--- src/rtl/bellek_yanit_birimi_pkg.sv ---
`default_nettype none
// +----------------------------------------------------------------------+
// | bellek_yanit_birimi_pkg : memory uop codes and data-path widths       |
// | rev 1.0                                                               |
// +----------------------------------------------------------------------+
package bellek_yanit_birimi_pkg;

   localparam int UOP_BEL_BIT = 4;
   localparam int VERI_BIT    = 32;
   localparam int VERI_BYTE   = VERI_BIT / 8;

   typedef enum logic [UOP_BEL_BIT-1:0] {
      UOP_BEL_NOP = 4'd0,
      UOP_BEL_LB  = 4'd1,
      UOP_BEL_LH  = 4'd2,
      UOP_BEL_LW  = 4'd3,
      UOP_BEL_LBU = 4'd4,
      UOP_BEL_LHU = 4'd5,
      UOP_BEL_SB  = 4'd6,
      UOP_BEL_SH  = 4'd7,
      UOP_BEL_SW  = 4'd8
   } uop_bel_e;

   function automatic logic yukleme_mi(input logic [UOP_BEL_BIT-1:0] uop);
      return (uop == UOP_BEL_LW)  || (uop == UOP_BEL_LH) || (uop == UOP_BEL_LHU) ||
             (uop == UOP_BEL_LB)  || (uop == UOP_BEL_LBU);
   endfunction

endpackage
`default_nettype wire

--- src/rtl/bellek_yanit_birimi_if.sv ---
`default_nettype none
// +----------------------------------------------------------------------+
// | bellek_yanit_birimi_if : request, memory-response and write-back bus  |
// | rev 1.0                                                               |
// +----------------------------------------------------------------------+
interface bellek_yanit_birimi_if
   import bellek_yanit_birimi_pkg::*;
#(
   parameter int ETIKET_BIT = 5
);
   logic                   istek_gecerli_i;
   logic                   istek_hazir_o;
   logic [UOP_BEL_BIT-1:0] istek_uop_i;
   logic [1:0]             istek_adres_i;
   logic [ETIKET_BIT-1:0]  istek_etiket_i;
   logic                   bellek_gecerli_i;
   logic [VERI_BIT-1:0]    bellek_veri_i;
   logic                   bellek_hazir_o;
   logic                   gy_gecerli_o;
   logic                   gy_hazir_i;
   logic [VERI_BIT-1:0]    gy_veri_o;
   logic [ETIKET_BIT-1:0]  gy_etiket_o;

   modport slave (
      input  istek_gecerli_i, istek_uop_i, istek_adres_i, istek_etiket_i,
      input  bellek_gecerli_i, bellek_veri_i, gy_hazir_i,
      output istek_hazir_o, bellek_hazir_o, gy_gecerli_o, gy_veri_o, gy_etiket_o
   );

   modport master (
      output istek_gecerli_i, istek_uop_i, istek_adres_i, istek_etiket_i,
      output bellek_gecerli_i, bellek_veri_i, gy_hazir_i,
      input  istek_hazir_o, bellek_hazir_o, gy_gecerli_o, gy_veri_o, gy_etiket_o
   );
endinterface
`default_nettype wire

--- src/rtl/bellek_yanit_birimi_kuyruk.sv ---
`default_nettype none
// +----------------------------------------------------------------------+
// | yanit_kuyrugu : generic synchronous FIFO, async active-low reset      |
// | rev 1.0                                                               |
// +----------------------------------------------------------------------+
module yanit_kuyrugu #(
   parameter int GENISLIK = 8,
   parameter int DERINLIK = 4
) (
   input  wire logic                clk_i,
   input  wire logic                rstn_i,
   input  wire logic                yaz_i,
   input  wire logic [GENISLIK-1:0] veri_i,
   input  wire logic                oku_i,
   output logic      [GENISLIK-1:0] veri_o,
   output logic                     dolu_o,
   output logic                     bos_o
);
   localparam int ADR_BIT = $clog2(DERINLIK);

   logic [GENISLIK-1:0] r_bellek [DERINLIK];
   logic [ADR_BIT-1:0]  r_yaz_ptr;
   logic [ADR_BIT-1:0]  r_oku_ptr;
   logic [ADR_BIT:0]    r_sayac;
   logic                w_yaz;
   logic                w_oku;

   assign dolu_o = (r_sayac == (ADR_BIT+1)'(DERINLIK));
   assign bos_o  = (r_sayac == '0);
   assign w_yaz  = yaz_i && !dolu_o;
   assign w_oku  = oku_i && !bos_o;
   assign veri_o = r_bellek[r_oku_ptr];

   always_ff @(posedge clk_i) begin
      if (w_yaz) r_bellek[r_yaz_ptr] <= veri_i;
   end

   always_ff @(posedge clk_i or negedge rstn_i) begin
      if (!rstn_i) begin
         r_yaz_ptr <= '0;
         r_oku_ptr <= '0;
         r_sayac   <= '0;
      end else begin
         if (w_yaz) r_yaz_ptr <= r_yaz_ptr + 1'b1;
         if (w_oku) r_oku_ptr <= r_oku_ptr + 1'b1;
         case ({w_yaz, w_oku})
            2'b10:   r_sayac <= r_sayac + 1'b1;
            2'b01:   r_sayac <= r_sayac - 1'b1;
            default: r_sayac <= r_sayac;
         endcase
      end
   end
endmodule
`default_nettype wire

--- src/rtl/bellek_yanit_birimi.sv ---
`default_nettype none
// +----------------------------------------------------------------------+
// | bellek_yanit_birimi : in-order load response aligner / extender       |
// | optional: BELLEK_HIZALAMA_HATA_EN flags misaligned loads. rev 1.0     |
// +----------------------------------------------------------------------+
module bellek_yanit_birimi
   import bellek_yanit_birimi_pkg::*;
#(
   parameter int KUYRUK_DERINLIK = 4,
   parameter int ETIKET_BIT      = 5
) (
   input  wire logic             clk_i,
   input  wire logic             rstn_i,
   bellek_yanit_birimi_if.slave  bus,
   output logic                  bos_o
`ifdef BELLEK_HIZALAMA_HATA_EN
   ,
   output logic                  hizalama_hata_o
`endif
);
   localparam int KAYIT_BIT = UOP_BEL_BIT + 2 + ETIKET_BIT;

   logic [KAYIT_BIT-1:0]   w_giris;
   logic [KAYIT_BIT-1:0]   w_bas;
   logic [UOP_BEL_BIT-1:0] w_bas_uop;
   logic [1:0]             w_bas_ofs;
   logic [ETIKET_BIT-1:0]  w_bas_etiket;
   logic                   w_dolu;
   logic                   w_bos;
   logic                   w_itme;
   logic                   w_kabul;
   logic [VERI_BIT-1:0]    w_sonuc;
   logic                   r_gy_gecerli;
   logic [VERI_BIT-1:0]    r_gy_veri;
   logic [ETIKET_BIT-1:0]  r_gy_etiket;

   function automatic logic [VERI_BIT-1:0] hizala(input logic [UOP_BEL_BIT-1:0] uop,
                                                  input logic [1:0]             ofs,
                                                  input logic [VERI_BIT-1:0]    veri);
      logic [VERI_BIT-1:0] kay;
      logic [VERI_BIT-1:0] sonuc;
      kay = veri >> {ofs, 3'b000};
      case (uop)
         UOP_BEL_LB:  sonuc = {{(VERI_BIT-8){kay[7]}}, kay[7:0]};
         UOP_BEL_LBU: sonuc = {{(VERI_BIT-8){1'b0}}, kay[7:0]};
         UOP_BEL_LH:  sonuc = {{(VERI_BIT-16){kay[15]}}, kay[15:0]};
         UOP_BEL_LHU: sonuc = {{(VERI_BIT-16){1'b0}}, kay[15:0]};
         default:     sonuc = kay;
      endcase
      return sonuc;
   endfunction

   assign w_giris = {bus.istek_uop_i, bus.istek_adres_i, bus.istek_etiket_i};
   assign {w_bas_uop, w_bas_ofs, w_bas_etiket} = w_bas;

   // Ready signals depend only on registered state and gy_hazir_i.
   assign bus.istek_hazir_o  = !w_dolu;
   assign bus.bellek_hazir_o = !w_bos && (!r_gy_gecerli || bus.gy_hazir_i);
   assign w_itme  = bus.istek_gecerli_i && !w_dolu && yukleme_mi(bus.istek_uop_i);
   assign w_kabul = bus.bellek_gecerli_i && bus.bellek_hazir_o;

   yanit_kuyrugu #(
      .GENISLIK (KAYIT_BIT),
      .DERINLIK (KUYRUK_DERINLIK)
   ) u_kuyruk (
      .clk_i  (clk_i),
      .rstn_i (rstn_i),
      .yaz_i  (w_itme),
      .veri_i (w_giris),
      .oku_i  (w_kabul),
      .veri_o (w_bas),
      .dolu_o (w_dolu),
      .bos_o  (w_bos)
   );

`ifdef BELLEK_HIZALAMA_HATA_EN
   logic w_hizasiz;
   logic r_hata;

   assign w_hizasiz = (((w_bas_uop == UOP_BEL_LH) || (w_bas_uop == UOP_BEL_LHU)) && (w_bas_ofs == 2'd3)) ||
                      ((w_bas_uop == UOP_BEL_LW) && (w_bas_ofs != 2'd0));
   assign w_sonuc   = w_hizasiz ? '0 : hizala(w_bas_uop, w_bas_ofs, bus.bellek_veri_i);
   assign hizalama_hata_o = r_hata;

   always_ff @(posedge clk_i or negedge rstn_i) begin
      if (!rstn_i)                r_hata <= 1'b0;
      else if (w_kabul)           r_hata <= w_hizasiz;
      else if (bus.gy_hazir_i)    r_hata <= 1'b0;
   end
`else
   assign w_sonuc = hizala(w_bas_uop, w_bas_ofs, bus.bellek_veri_i);
`endif

   always_ff @(posedge clk_i or negedge rstn_i) begin
      if (!rstn_i) begin
         r_gy_gecerli <= 1'b0;
         r_gy_veri    <= '0;
         r_gy_etiket  <= '0;
      end else if (w_kabul) begin
         r_gy_gecerli <= 1'b1;
         r_gy_veri    <= w_sonuc;
         r_gy_etiket  <= w_bas_etiket;
      end else if (bus.gy_hazir_i) begin
         r_gy_gecerli <= 1'b0;
      end
   end

   assign bus.gy_gecerli_o = r_gy_gecerli;
   assign bus.gy_veri_o    = r_gy_veri;
   assign bus.gy_etiket_o  = r_gy_etiket;
   assign bos_o            = w_bos && !r_gy_gecerli;
endmodule
`default_nettype wire
--- src/flat_wrapper.sv ---
// flat-port wrapper written by rule: the top's interface ports become plain ports
module bellek_yanit_birimi_flat import bellek_yanit_birimi_pkg::*;
#(
   parameter int KUYRUK_DERINLIK = 4,
   parameter int ETIKET_BIT      = 5
)
  (clk_i, rstn_i, bos_o, bus_istek_gecerli_i, bus_istek_uop_i, bus_istek_adres_i, bus_istek_etiket_i, bus_bellek_gecerli_i, bus_bellek_veri_i, bus_gy_hazir_i, bus_istek_hazir_o, bus_bellek_hazir_o, bus_gy_gecerli_o, bus_gy_veri_o, bus_gy_etiket_o);
  bellek_yanit_birimi_if #(.ETIKET_BIT(ETIKET_BIT)) bus_i ();
  input  wire logic clk_i;
  input  wire logic rstn_i;
  output logic bos_o;
  input wire logic [$bits(bus_i.istek_gecerli_i)-1:0] bus_istek_gecerli_i;
  input wire logic [$bits(bus_i.istek_uop_i)-1:0] bus_istek_uop_i;
  input wire logic [$bits(bus_i.istek_adres_i)-1:0] bus_istek_adres_i;
  input wire logic [$bits(bus_i.istek_etiket_i)-1:0] bus_istek_etiket_i;
  input wire logic [$bits(bus_i.bellek_gecerli_i)-1:0] bus_bellek_gecerli_i;
  input wire logic [$bits(bus_i.bellek_veri_i)-1:0] bus_bellek_veri_i;
  input wire logic [$bits(bus_i.gy_hazir_i)-1:0] bus_gy_hazir_i;
  output wire logic [$bits(bus_i.istek_hazir_o)-1:0] bus_istek_hazir_o;
  output wire logic [$bits(bus_i.bellek_hazir_o)-1:0] bus_bellek_hazir_o;
  output wire logic [$bits(bus_i.gy_gecerli_o)-1:0] bus_gy_gecerli_o;
  output wire logic [$bits(bus_i.gy_veri_o)-1:0] bus_gy_veri_o;
  output wire logic [$bits(bus_i.gy_etiket_o)-1:0] bus_gy_etiket_o;
  assign bus_i.istek_gecerli_i = bus_istek_gecerli_i;
  assign bus_i.istek_uop_i = bus_istek_uop_i;
  assign bus_i.istek_adres_i = bus_istek_adres_i;
  assign bus_i.istek_etiket_i = bus_istek_etiket_i;
  assign bus_i.bellek_gecerli_i = bus_bellek_gecerli_i;
  assign bus_i.bellek_veri_i = bus_bellek_veri_i;
  assign bus_i.gy_hazir_i = bus_gy_hazir_i;
  assign bus_istek_hazir_o = bus_i.istek_hazir_o;
  assign bus_bellek_hazir_o = bus_i.bellek_hazir_o;
  assign bus_gy_gecerli_o = bus_i.gy_gecerli_o;
  assign bus_gy_veri_o = bus_i.gy_veri_o;
  assign bus_gy_etiket_o = bus_i.gy_etiket_o;
  bellek_yanit_birimi #(.KUYRUK_DERINLIK(KUYRUK_DERINLIK), .ETIKET_BIT(ETIKET_BIT)) u_core (.clk_i(clk_i), .rstn_i(rstn_i), .bus(bus_i), .bos_o(bos_o));
endmodule
--- config.mk ---
export PLATFORM = sky130hd
export DESIGN_NAME = bellek_yanit_birimi_flat
export DESIGN_NICKNAME = d
export VERILOG_FILES = /design/src/rtl/bellek_yanit_birimi_pkg.sv /design/src/rtl/bellek_yanit_birimi_if.sv /design/src/rtl/bellek_yanit_birimi_kuyruk.sv /design/src/rtl/bellek_yanit_birimi.sv /design/src/flat_wrapper.sv
export SDC_FILE = /design/constraint.sdc
export NUM_CORES = 1
export LEC_CHECK = 0
export BUFFER_PORTS_ARGS = -buffer_cell sky130_fd_sc_hd__clkbuf_2
export CAP_MARGIN = 30
export CORE_AREA = 5 5 134 136
export DETAILED_ROUTE_END_ITERATION = 8
export DIE_AREA = 0 0 139 141
export SLEW_MARGIN = 10
export SYNTH_ARGS = -nofsm -noshare
export SYNTH_HDL_FRONTEND = slang
export SYNTH_SLANG_ARGS = --single-unit
--- constraint.sdc ---
create_clock -name clk_i -period 2.4 [get_ports clk_i]
set_input_delay 0.24 -clock clk_i [delete_from_list [all_inputs] [get_ports clk_i]]
set_output_delay 0.24 -clock clk_i [all_outputs]
set_load 0.01 [all_outputs]
==> flow_metrics.py <==
metrics = {
    "status": {
        "status": "finished with violations",
        "violations": "hold timing",
    },
    "layout": {
        "nFillCells": 1717,
        "layout_commonest_cell": "clkbuf_2",
        "layout_common_cells": "clkbuf_2, nand2_1, dfrtp_1, edfxtp_1, nor2_1",
        "syn2layout_area_growth_pct": 28.9,
        "final_nets": 475,
        "drive_above_1_share": 0.347,
        "instances_no_fill": 651,
        "antenna_cells": 0,
    },
    "clock_tree": {
        "clockBufferDepth": 2,
        "cts_hold_buf": 0,
        "cts.sinks": 89,
        "ctsHtreeMaxLevel": 3,
        "numCtsBuffers": 9,
        "cts_tree": "done",
        "clkTransAtPathRegs_ps": 60,
        "root_buffer": "clkbuf_16",
        "clock_latency_ps": 340,
    },
    "grt": {
        "grt_pass1_wl_mm": 17.5,
        "grt_max_degree": 46,
        "grt_antenna_before_repair": 0,
        "grt_usage": 0.114,
        "gr-total-overflow": 0,
        "grt_pass1_vias": 2965,
    },
    "timing": {
        "finalClockSkew_ps": 8.04,
        "post-route-period-util": 0.945,
        "setup_viol_count_final": 0,
        "timing.final.max_slew_violations": 0,
        "whs_ps": -14.3,
        "rsz0062_at_grt": "yes",
        "timing.fmax_mhz": 441,
        "hold_violations": 17,
        "max-slew-margin-rel": 0.593,
        "fin_ws_ps": 131,
        "setup_tns_ps": 0,
        "final.min_clock_period_ps": 2270,
        "worst_slew_pin_slew_ps": 610,
    },
    "drt": {
        "drt-vias-per-instance": 4.32,
        "drt_iter0_markers": 142,
        "met2_length_mm": 5.20,
        "route.antenna.remaining_nets": 0,
        "routed_wl_mm": 10.9,
        "dr_wl_met3_um": 746,
        "drc": 0,
        "wire_per_inst_um": 16.7,
        "num_vias": 2814,
        "drt-pass1-iter-count": 4,
        "highest_layer": "met4",
        "met1Wirelength_mm": 4.84,
    },
    "critical_path": {
        "worstSetupStartpointType": "register",
        "critPathRequiredTime_ps": 2600,
        "crit_buf_inv": 3,
        "crit_path_max_incr_delay_ps": 570,
        "cp.arrival_ps": 2470,
        "cp_cell_sequence": "buf_6 > mux4_2 > mux2i_1 > mux2i_1 > buf_4 > a31oi_1 > buf_4 > a31oi_1",
        "critPathTopFamily": "multiplexers",
        "crit_slowest_cell": "mux4_2",
        "worst-setup-path-type": "register to register",
        "cp_max_fo": 16,
        "endpoint_kind": "register",
    },
    "place": {
        "place_inst": 630,
        "io_buffers": 88,
        "gp_congestion": 0.818,
        "dp_slack_ps": 23.4,
        "hpwl_mm": 8.13,
    },
    "power_and_ir_drop": {
        "power_density_nw_per_um2": 1250,
        "leakagePower_uw": 0.00224,
        "ir_drop_v": 0.000545,
    },
    "floorplan": {
        "die_h_um": 141,
        "std_cell_rows": 48,
        "core_area_sq_um": 16800,
        "pin_count": 89,
        "initial_core_util": 0.240,
        "dieArea_sq_um": 19600,
        "die_width_um": 139,
    },
    "yosys": {
        "yosysTopAreaCell": "edfxtp_1",
        "syn_avg_cell_area_sq_um": 13.0,
        "netlist_instances": 311,
        "synth_edf_count": 44,
        "yosys_warnings": 0,
        "ys.flop_type": "dfrtp_1",
        "syn_area_sq_um": 4040,
        "ys_ff_latch": 89,
        "async_flop_share": 0.506,
        "ys_types": 38,
        "synth_top_area_frac": 0.327,
        "synthTopCellsByArea": "edfxtp_1, dfrtp_1, nand2_1",
        "ys_seq_area_frac": 0.605,
        "syn_nets": 365,
    },
    "job": {
        "maxCapViolations": 0,
    },
    "worst_hold_path": {
        "hp-class": "primary input to async pin",
    },
}
state kept, by name, indices dropped and copies added, names as in the netlist:
register,flops
u_core.u_kuyruk.r_sayac,3
u_core.bus.gy_etiket_o,5
u_core.u_kuyruk.r_yaz_ptr,2
u_core.bus.gy_gecerli_o,1
u_core.bus.gy_veri_o,32
u_core.u_kuyruk.r_bellek,44
u_core.u_kuyruk.r_oku_ptr,2
stage by stage:
stage               hold WS [ps]  total power (uW)  area [sq um]   util
floorplan                  -55.6              4080          4040      -
global placement             369              5070          4870  0.290
detailed placement           380              5160          4870  0.290
global route                47.1              6990          5210  0.310
CTS                         5.57              6580          5160  0.307
finish                     -14.3              6520          5210  0.310
report_power, final:
part	total, uW	switching (uW)	internal, uW
sequential	2330	283	2050
combinational	2790	1520	1260
clock	1400	595	809
total	6520	2400	4120
kinds of logic after synthesis:
| kind of cell | share of synthesized area |
|---|---|
| compound gates | 0.0922 |
| xor+xnor | 0.0130 |
| fa+ha+maj | 0.0204 |
| buf+inv | 0.0272 |
| flops | 0.605 |
| mux | 0.134 |
| simple gates | 0.107 |
final timing paths:
path / cells past startpoint / startpoint / slack [ps] / end
min in group clk_i: 1 / bus_istek_adres_i[0] / 110 / u_core.u_kuyruk.r_bellek[1][5]
hold / removal: 2 / rstn_i / -10 / u_core.bus.gy_veri_o[11]
hold reg to reg: 2 / u_core.bus.gy_etiket_o[3] / 480 / u_core.bus.gy_etiket_o[3]
setup / recovery: 8 / u_core.u_kuyruk.r_oku_ptr[0] / 130 / u_core.bus.gy_veri_o[28]
setup reg to reg: 8 / u_core.u_kuyruk.r_oku_ptr[0] / 130 / u_core.bus.gy_veri_o[28]
max in group asynchronous: 2 / rstn_i / 1990 / u_core.bus.gy_veri_o[26]
cells in the mapped netlist, types with 2 or more instances:
master,instances
nand2_1,56
ha_1,5
edfxtp_1,44
o2bb2ai_1,8
a31oi_1,9
a21oi_1,10
o32a_1,8
dfrtp_1,45
xnor2_1,4
nor3_1,2
nor2b_1,2
mux2i_1,19
inv_1,8
clkbuf_1,7
mux4_2,4
mux4_1,7
xor2_1,2
o211ai_1,7
nor2_1,29
buf_1,2
mux2_2,7
and2_1,4
buf_2,7
metal layers:
metal  global-route usage  up-vias
li1                     -     1361
met1                0.148     1346
met2                0.184      100
met3               0.0387        7
met4               0.0309        0
met5                    0        -
cell type report:
cell class,count,area [sq um],share of cell area
Clock inverter,6,66.3,0.0127
Tap cell,225,282,0.0540
Inverter,8,30.0,0.00576
Timing Repair Buffer,116,667,0.128
Sequential cell,89,2450,0.470
Multi-Input combinational cell,197,1490,0.286
Clock buffer,10,229,0.0439
worst reg2reg max path: stages, from the launching register on:
cell	delay [ps]
dfrtp_1	400
buf_6	150
mux4_2	570
mux2i_1	230
mux2i_1	140
buf_4	160
a31oi_1	120
buf_4	240
a31oi_1	130
repair_timing:
item / in CTS / in global routing
resized for setup: 0 / 4
endpoints found under the setup margin: 0 / 25
endpoints found under the hold margin: 0 / 0
buffers inserted: 0 / 5
No activity file was read; power rests on OpenSTA's default activity.
